--- src/rtl/csr_trap_ctrl.sv ---
// Machine-mode trap responder: owns mstatus/mtvec/mepc/mcause, executes Zicsr,
// and sequences ecall/mret as a stall-then-redirect handshake toward fetch.
module csr_trap_ctrl #(
    parameter logic [31:0] MTVEC_RST   = 32'h0000_0000,
    parameter logic [31:0] MSTATUS_RST = 32'h0000_1800
) (
    input  logic        clk,
    input  logic        rst,
    input  logic        valid,
    input  logic [31:0] inst,
    input  logic [31:0] pc,
    input  logic [31:0] rs1_data,
    output logic [31:0] csr_rdata,
    output logic        stall,
    output logic        redirect_valid,
    output logic [31:0] redirect_pc,
    output logic        ecall_evt,
    output logic        mret_evt
);

    typedef enum logic [1:0] {
        IDLE,
        TRAP,
        RET
    } state_t;

    state_t      state, state_nxt;
    logic [31:0] mstatus, mtvec, mepc, mcause;
    logic [31:0] csr_old, csr_src, csr_wval;
    logic [11:0] csr_addr;
    logic [4:0]  rs1_idx;
    logic [2:0]  funct3;
    logic        accept, is_ecall, is_mret, is_csr, csr_we;

    assign csr_addr = inst[31:20];
    assign rs1_idx  = inst[19:15];
    assign funct3   = inst[14:12];

    // Reset is folded into accept so nothing decodes or writes while rst is high.
    assign accept   = valid && (state == IDLE) && !rst;
    assign is_ecall = accept && (inst == 32'h0000_0073);
    assign is_mret  = accept && (inst == 32'h3020_0073);
    assign is_csr   = accept && (inst[6:0] == 7'b1110011) &&
                      (funct3 != 3'b000) && (funct3 != 3'b100);
    assign csr_we   = is_csr && ((funct3[1:0] == 2'b01) || (rs1_idx != 5'd0));
    assign csr_src  = funct3[2] ? {27'd0, rs1_idx} : rs1_data;

    always_comb begin
        case (csr_addr)
            12'h300: csr_old = mstatus;
            12'h305: csr_old = mtvec;
            12'h341: csr_old = mepc;
            12'h342: csr_old = mcause;
            default: csr_old = '0;
        endcase
    end

    always_comb begin
        case (funct3[1:0])
            2'b01:   csr_wval = csr_src;
            2'b10:   csr_wval = csr_old | csr_src;
            2'b11:   csr_wval = csr_old & ~csr_src;
            default: csr_wval = csr_old;
        endcase
    end

    always_comb begin
        state_nxt      = state;
        stall          = 1'b0;
        csr_rdata      = '0;
        redirect_valid = 1'b0;
        redirect_pc    = '0;
        ecall_evt      = 1'b0;
        mret_evt       = 1'b0;
        case (state)
            IDLE: begin
                stall     = is_ecall || is_mret;
                csr_rdata = is_csr ? csr_old : '0;
                if (is_ecall)     state_nxt = TRAP;
                else if (is_mret) state_nxt = RET;
            end
            TRAP: begin
                state_nxt      = IDLE;
                stall          = !rst;
                redirect_valid = !rst;
                ecall_evt      = !rst;
                redirect_pc    = rst ? '0 : mtvec;
            end
            RET: begin
                state_nxt      = IDLE;
                stall          = !rst;
                redirect_valid = !rst;
                mret_evt       = !rst;
                redirect_pc    = rst ? '0 : mepc;
            end
            default: state_nxt = IDLE;
        endcase
    end

    always_ff @(posedge clk) begin
        if (rst) begin
            state   <= IDLE;
            mstatus <= MSTATUS_RST;
            mtvec   <= MTVEC_RST;
            mepc    <= '0;
            mcause  <= '0;
        end else begin
            state <= state_nxt;
            if (is_ecall) begin
                mepc           <= pc;
                mcause         <= 32'd11;
                mstatus[7]     <= mstatus[3];
                mstatus[3]     <= 1'b0;
                mstatus[12:11] <= 2'b11;
            end else if (is_mret) begin
                mstatus[3]     <= mstatus[7];
                mstatus[7]     <= 1'b1;
                mstatus[12:11] <= 2'b11;
            end else if (csr_we) begin
                case (csr_addr)
                    12'h300: mstatus <= csr_wval;
                    12'h305: mtvec   <= {csr_wval[31:2], 2'b00};
                    12'h341: mepc    <= {csr_wval[31:2], 2'b00};
                    12'h342: mcause  <= csr_wval;
                    default: ;
                endcase
            end
        end
    end

endmodule
--- config.mk ---
export PLATFORM = sky130hd
export DESIGN_NAME = csr_trap_ctrl
export DESIGN_NICKNAME = d
export VERILOG_FILES = /design/src/rtl/csr_trap_ctrl.sv
export SDC_FILE = /design/constraint.sdc
export NUM_CORES = 1
export LEC_CHECK = 0
export ABC_CLOCK_PERIOD_IN_PS = 2750
export CAP_MARGIN = 20
export CORE_MARGIN = 3
export CORE_UTILIZATION = 30
export CTS_BUF_LIST = sky130_fd_sc_hd__clkbuf_4 sky130_fd_sc_hd__clkbuf_8
export CTS_CLUSTER_SIZE = 12
export DETAILED_ROUTE_END_ITERATION = 7
export PLACE_DENSITY = 0.52
export REMOVE_ABC_BUFFERS = 1
export SLEW_MARGIN = 30
export SYNTH_ARGS = -nofsm -noshare
export SYNTH_HDL_FRONTEND = slang
export SYNTH_SLANG_ARGS = --single-unit
--- constraint.sdc ---
create_clock -name clk -period 2.75 [get_ports clk]
set_clock_uncertainty 0.2 [all_clocks]
set_input_delay 0.275 -clock clk [delete_from_list [all_inputs] [get_ports clk]]
set_output_delay 0.275 -clock clk [all_outputs]
set_load 0.02 [all_outputs]
==> impl_metrics.json, run 1 <==
{
  "finalInstanceArea_um2": 11200,
  "cts_root_buf": "clkbuf_8",
  "finalSetupViolations": 0,
  "reg2reg_to": "mcause[3]",
  "die-area_um2": 29200,
  "cts_buffers": 17,
  "routed-via-count": 8970,
  "worstSetupPathType": "flip-flop to output port",
  "worstHoldPathCells": 3,
  "core-area_um2": 26400,
  "cts_tree": "yes",
  "ys_seq_area_share_pct": 31.4,
  "vias_per_cell": 5.25,
  "syn_to_final_growth_pct": 37.2,
  "fin_crit_sh_pct": 97.8,
  "synth_top_area_share_pct": 31.4,
  "grt_overflow": 0,
  "fin_util_pct": 42.4,
  "vdd_drop_max_uv": 248,
  "r2r-start": "state[0]",
  "r2r_slack_ns": 0.16,
  "ys_types": 55,
  "drt_iter0_drc": 902,
  "wirelength_um": 32900,
  "cp-end-kind": "output port",
  "cts_hold_buf": 0,
  "synth_most_common_cell": "nand2_1",
  "cap_violations": 0,
  "antenna_left": 0,
  "first_global_vias": 8724,
  "rows": 59,
  "worst_setup_path_start_kind": "flip-flop",
  "synthArstFlopShare_pct": 0,
  "layout.cells.non_filler": 1709,
  "clkTransAtPathRegs_ns": 0.08,
  "slew_headroom_pct": 52.4,
  "antenna_cells_inserted": 0,
  "start_util_pct": 30.9,
  "ys.warnings.count": 0,
  "rsz0062_at_grt": "true",
  "placed_area_um2": 10900,
  "netlist.top_cell.by_area": "dfxtp_1",
  "post_drt_wl_per_cell_um": 19.3,
  "synth-edff-count": 0,
  "tns_ns": 0,
  "ioPinCount": 167,
  "die_x_um": 171,
  "finalHoldViolCount": 0,
  "cts_sinks": 128,
  "yosys_register_bits": 128,
  "place.gp.congestion": 0.821,
  "fmax_ghz": 0.372,
  "grt_pass1_wl_um": 50900,
  "status": "complete, no violations",
  "synth_top_cells_by_count": "nand2_1 (267), a21oi_1 (152), dfxtp_1 (128)",
  "ys.flop_type": "dfxtp_1",
  "synth_area_um2": 8160,
  "drive_gt1_share_pct": 18.8,
  "syn_inst": 1152,
  "min-delay-start": "pc[0]",
  "powerDensity_nw_per_um2": 391,
  "slew_violations": 0,
  "antenna_found_initial": 0,
  "synth_area_per_cell_um2": 7.08,
  "port_buffers": 166,
  "p_leak_nw": 3.89,
  "hold_end": "mepc[0]",
  "cts_max_level": 4,
  "drc": 0,
  "worstPathArrival_ns": 2.21,
  "gr-usage-all-layers_pct": 22.3,
  "first_pass_iters": 6,
  "nets": 1464,
  "cp_max_fo": 3,
  "die_height_um": 171,
  "worst_pin_slew_ns": 0.715,
  "yosys-top-cells-area": "dfxtp_1 (31%), nand2_1 (12%), a21oi_1 (9.3%)",
  "cp.required_ns": 2.28,
  "worstRegToRegCells": 9,
  "dp.cells": 1673,
  "fin_crit_ns": 2.69,
  "min_path_type": "input pin to flip-flop",
  "grt_max_degree": 51,
  "clk_latency_ns": 0.46,
  "place_hpwl_um": 22000,
  "clockBufferDepth": 2
}
==> metrics by stage <==
step                      hold slack, ns  setup slack (ns)  total power (W)
final                              0.173            0.0616          0.00437
after global routing               0.172           -0.0793          0.00452
after CTS                          0.149            -0.171          0.00441
after detailed placement           0.240            -0.377          0.00248
after global placement             0.233            -0.304          0.00248
after floorplan                    0.144            -0.221          0.00207
==> cell type report <==
class | count | area [um2]
Fill cell | 2783 | 15200
Multi-Input combinational cell | 916 | 5160
Timing Repair Buffer | 295 | 2580
Sequential cell | 128 | 2560
Tap cell | 335 | 419
Clock buffer | 18 | 248
Clock inverter | 14 | 211
Inverter | 3 | 11.3
==> sequential cells by signal (all words and copies together) (netlist names) <==
register,flops
mtvec,30
mcause,32
mstatus,32
mepc,32
state,2
==> worst max-delay path, stage by stage (launching register included) <==
cell     delay, ns
dfxtp_1       0.32
inv_1         0.08
ha_2          0.19
and4b_2       0.28
nand3_4       0.10
nor4_4        0.27
and3_4        0.23
nor3_1        0.04
nor2_1        0.10
buf_4         0.15
==> cell usage in the layout (no fill, tap or decap), drive strengths merged, types with 4 or more instances in the layout <==
cell type and n:
nand3b 60, clkinv 6, xor2 4, a22oi 89, mux2i 6, buf 139
nand3 42, nand2 267, nor4 6, inv 4, dlygate4sd2 15, or3b 31
ha 4, nor2 74, clkdlybuf4s50 93, bufinv 5, and3 9, clkbuf 64
nor3 14, xnor2 28, a21oi 152, nor2b 63, o21ai 29, dfxtp 128
nand4 5
==> cells by family (layout without fill, tap and decap cells) <==
kind of cell	count (synthesis)	after routing	synth area share, %
and+or+nand+nor	587	587	36.5
adders and majority gates	4	4	0.613
muxes	7	7	0.874
DFF	128	128	31.4
buffers and inverters	108	330	6.36
AOI/OAI and AO/OA	286	286	20.8
xor gates and xnor gates	32	32	3.43
==> how the worst max path moves through the flow <==
stage	from	end	slack, ns	cells after the start
final	state[0]	stall	0.06	9
after global routing	state[0]	stall	-0.08	9
after CTS	state[0]	stall	-0.17	9
after detailed placement	inst[18]	stall	-0.38	8
after global placement	inst[18]	stall	-0.30	8
after floorplan	state[0]	redirect_pc[10]	-0.22	5
==> power by group <==
group | total [W] | switching (W) | internal [W]
clock network | 0.00193 | 0.000826 | 0.00110
logic | 0.000596 | 0.000306 | 0.000290
registers | 0.00185 | 0.000000000258 | 0.00185
total | 0.00437 | 0.00113 | 0.00324
==> routing by layer <==
metal  wire length [um]  track usage [%]  vias to the layer above
met4                311             4.37                        0
met3               2330             4.62                       23
li1                   -                -                     4395
met5                  0                0                        -
met1              15700             31.8                     4252
met2              14600             35.0                      300
==> what timing repair did <==
action / CTS / global route
buffers inserted: 2 / 2
resized for setup: 84 / 98
setup endpoints to repair: 66 / 48
pin swaps: 1 / 2
No activity file was read; power rests on OpenSTA's default activity.
==> inputs of run 2 (changes only) <==
--- a/config.mk
+++ b/config.mk
@@ -6,11 +6,10 @@
 export NUM_CORES = 1
 export LEC_CHECK = 0
 export ABC_CLOCK_PERIOD_IN_PS = 2750
-export CAP_MARGIN = 20
 export CORE_MARGIN = 3
 export CORE_UTILIZATION = 30
 export CTS_BUF_LIST = sky130_fd_sc_hd__clkbuf_4 sky130_fd_sc_hd__clkbuf_8
-export CTS_CLUSTER_SIZE = 12
+export CTS_CLUSTER_SIZE = 8
 export DETAILED_ROUTE_END_ITERATION = 7
 export PLACE_DENSITY = 0.52
 export REMOVE_ABC_BUFFERS = 1
==> results of run 2 <==
No change in the layout: final DEF, timing and power equal those of run 1.
==> inputs of run 3 (changes only) <==
--- a/config.mk
+++ b/config.mk
@@ -7,11 +7,12 @@
 export LEC_CHECK = 0
 export ABC_CLOCK_PERIOD_IN_PS = 2750
 export CORE_MARGIN = 3
-export CORE_UTILIZATION = 30
+export CORE_UTILIZATION = 50
 export CTS_BUF_LIST = sky130_fd_sc_hd__clkbuf_4 sky130_fd_sc_hd__clkbuf_8
 export CTS_CLUSTER_SIZE = 8
 export DETAILED_ROUTE_END_ITERATION = 7
-export PLACE_DENSITY = 0.52
+export GPL_ROUTABILITY_DRIVEN = 1
+export PLACE_DENSITY = 0.75
 export REMOVE_ABC_BUFFERS = 1
 export SLEW_MARGIN = 30
 export SYNTH_ARGS = -nofsm -noshare
==> run 3 against run 2 <==
Net effect: worst setup slack gained 0.048 ns; non-clock buffer count down 48; hold slack got worse by 0.050 ns; largest power group is now sequential cells; critical path depth is the same; count of clock-buffer cells in the layout up 3; critical path type unchanged; cell count down 9.8%.
==> impl_metrics.json, run 3 (synthesis gave the netlist of run 1 again) <==
{
  "status": "complete, no violations",
  "layout_setup_ws_ns": 0.109,
  "cap_violations": 0,
  "antenna_cells_inserted": 0,
  "switching_share_pct": 25.3,
  "finalSetupViolations": 0,
  "cp_max_fo": 3,
  "hold_slack_ns": 0.124,
  "mostFrequentLayoutCell": "nand2_1",
  "drive_gt1_share_pct": 14.3,
  "combPwrFrac_pct": 12.8,
  "vdd_drop_max_uv": 368,
  "grt_max_degree": 67,
  "cts_max_level": 4,
  "cts_hold_buf": 0,
  "die_height_um": 134,
  "ioPinCount": 167,
  "cp-end-kind": "output port",
  "clockBufferDepth": 2,
  "nets": 1416,
  "rsz0062_at_grt": "false",
  "syn_to_final_growth_pct": 30.6,
  "first_pass_iters": 7,
  "cp.required_ns": 2.28,
  "p_leak_nw": 3.69,
  "cts_tree": "yes",
  "rows": 46,
  "clk_latency_ns": 0.46,
  "routed-via-count": 9219,
  "cts_root_buf": "clkbuf_8",
  "critPathMaxStageDelay_ns": 0.34,
  "antenna_left": 0,
  "top_regs": "mcause x32, mepc x32, mstatus x32",
  "worst_path_max_delay_cell": "dfxtp_2",
  "power.switching_w": 0.00107,
  "worstSetupPathType": "flip-flop to output port",
  "wirelength_um": 29200,
  "cts_sinks": 128,
  "drc": 0,
  "worst_pin_slew_ns": 0.579,
  "fin_crit_ns": 2.64,
  "drt_iter0_drc": 1031,
  "p_seq_share_pct": 43.7,
  "powerDensity_nw_per_um2": 398,
  "dp_slack_ns": -0.346,
  "slew_headroom_pct": 61.0,
  "first_global_vias": 8707,
  "slew_violations": 0,
  "post_drt_wl_per_cell_um": 18.9,
  "start_util_pct": 51.2,
  "crit_chain": "inv_2 -> ha_4 -> and4b_2 -> nand3_4 -> nor4_4 -> and3_1 -> nor3_1 -> nor2_1 -> buf_4",
  "place_hpwl_um": 18700,
  "grt_overflow": 0,
  "min_path_type": "input pin to flip-flop",
  "fin_crit_sh_pct": 96.0,
  "finalHoldViolCount": 0,
  "worstPathArrival_ns": 2.17,
  "core-area_um2": 15900,
  "vias_per_cell": 5.98,
  "gr-usage-all-layers_pct": 31.9,
  "power.internal_w": 0.00317,
  "antenna_found_initial": 0,
  "worst_setup_path_start_kind": "flip-flop",
  "port_buffers": 166,
  "die-area_um2": 17900,
  "clkTransAtPathRegs_ns": 0.08,
  "fmax_ghz": 0.379,
  "grt_pass1_wl_um": 45700,
  "final_cell_mix": "nand2_1 (267), a21oi_1 (152), dfxtp_1 (126)",
  "cts_buffers": 17,
  "place.gp.congestion": 0.870,
  "clock_power_share_pct": 43.5,
  "power.total_w": 0.00424,
  "die_x_um": 134
}
run 3: changes by cell type in the layout (fill, tap and decap cells not counted), moves of 4 or more:
cell           before  now
clkbuf_2           46   16
a22oi_1            85   89
buf_2               8   21
buf_12             19   12
buf_4             110   67
dlygate4sd2_1      15   31
a22oi_2             4    0
run 3: metrics by stage:
step | setup TNS, ns | cells | utilization [%] | instance area, um2
after global routing | 0 | 1542 | 66.8 | 10700
final | 0 | 1542 | 66.8 | 10700
after global placement | -5.09 | 1508 | 64.7 | 10300
after CTS | -0.0269 | 1540 | 67.5 | 10800
after detailed placement | -10.10 | 1508 | 64.7 | 10300
after floorplan | -17.99 | 1047 | - | 7650
run 3: path summary, 6_finish.rpt:
check	from	endpoint	slack, ns	depth (start not counted)
setup / recovery	state[0]	stall	0.11	9
hold / removal	rst	mtvec[27]	0.12	3
setup reg to reg	state[0]	mcause[31]	0.23	10
hold reg to reg	mstatus[29]	mstatus[29]	0.25	2
run 3: what timing repair did:
action                                  in CTS  in global routing
cloned                                       0                  1
endpoints found under the setup margin      64                 33
pin swaps                                    0                  2
setup buffers                                0                  1
gates resized for setup                    118                 45
run 3: power by group through the flow:
stage / Sequential (W) / Combinational (W) / Clock [W]
6_report: 0.00185 / 0.000544 / 0.00184
5_1_grt: 0.00185 / 0.000573 / 0.00193
4_1_cts: 0.00185 / 0.000532 / 0.00185
3_5_place_dp: 0.00190 / 0.000529 / 0
3_3_place_gp: 0.00190 / 0.000524 / 0
2_1_floorplan: 0.00190 / 0.000175 / 0
run 3: area by class of cell:
type	count	area (um2)
fillers	1441	5290
multi-input cells	916	5140
flip-flops and latches	128	2560
repair buffers	247	2230
clock buffers	21	283
well taps	216	270
clock inverters	11	160
inverters	3	11.3
run 3: critical path: cells and delay by family, from the launching register on:
family                   cells  cell delay, ns
adder cells (fa/ha/maj)      1            0.14
flip-flops                   1            0.34
AND/OR/NAND/NOR              6            1.00
buffers and inverters        2            0.23
run 3: per-layer routing:
| layer | wire length (um) | track usage (%) |
|---|---|---|
| met1 | 11600 | 41.1 |
| met2 | 13800 | 52.9 |
| met3 | 2920 | 6.00 |
| met4 | 822 | 12.5 |
| met5 | 0 | 0 |
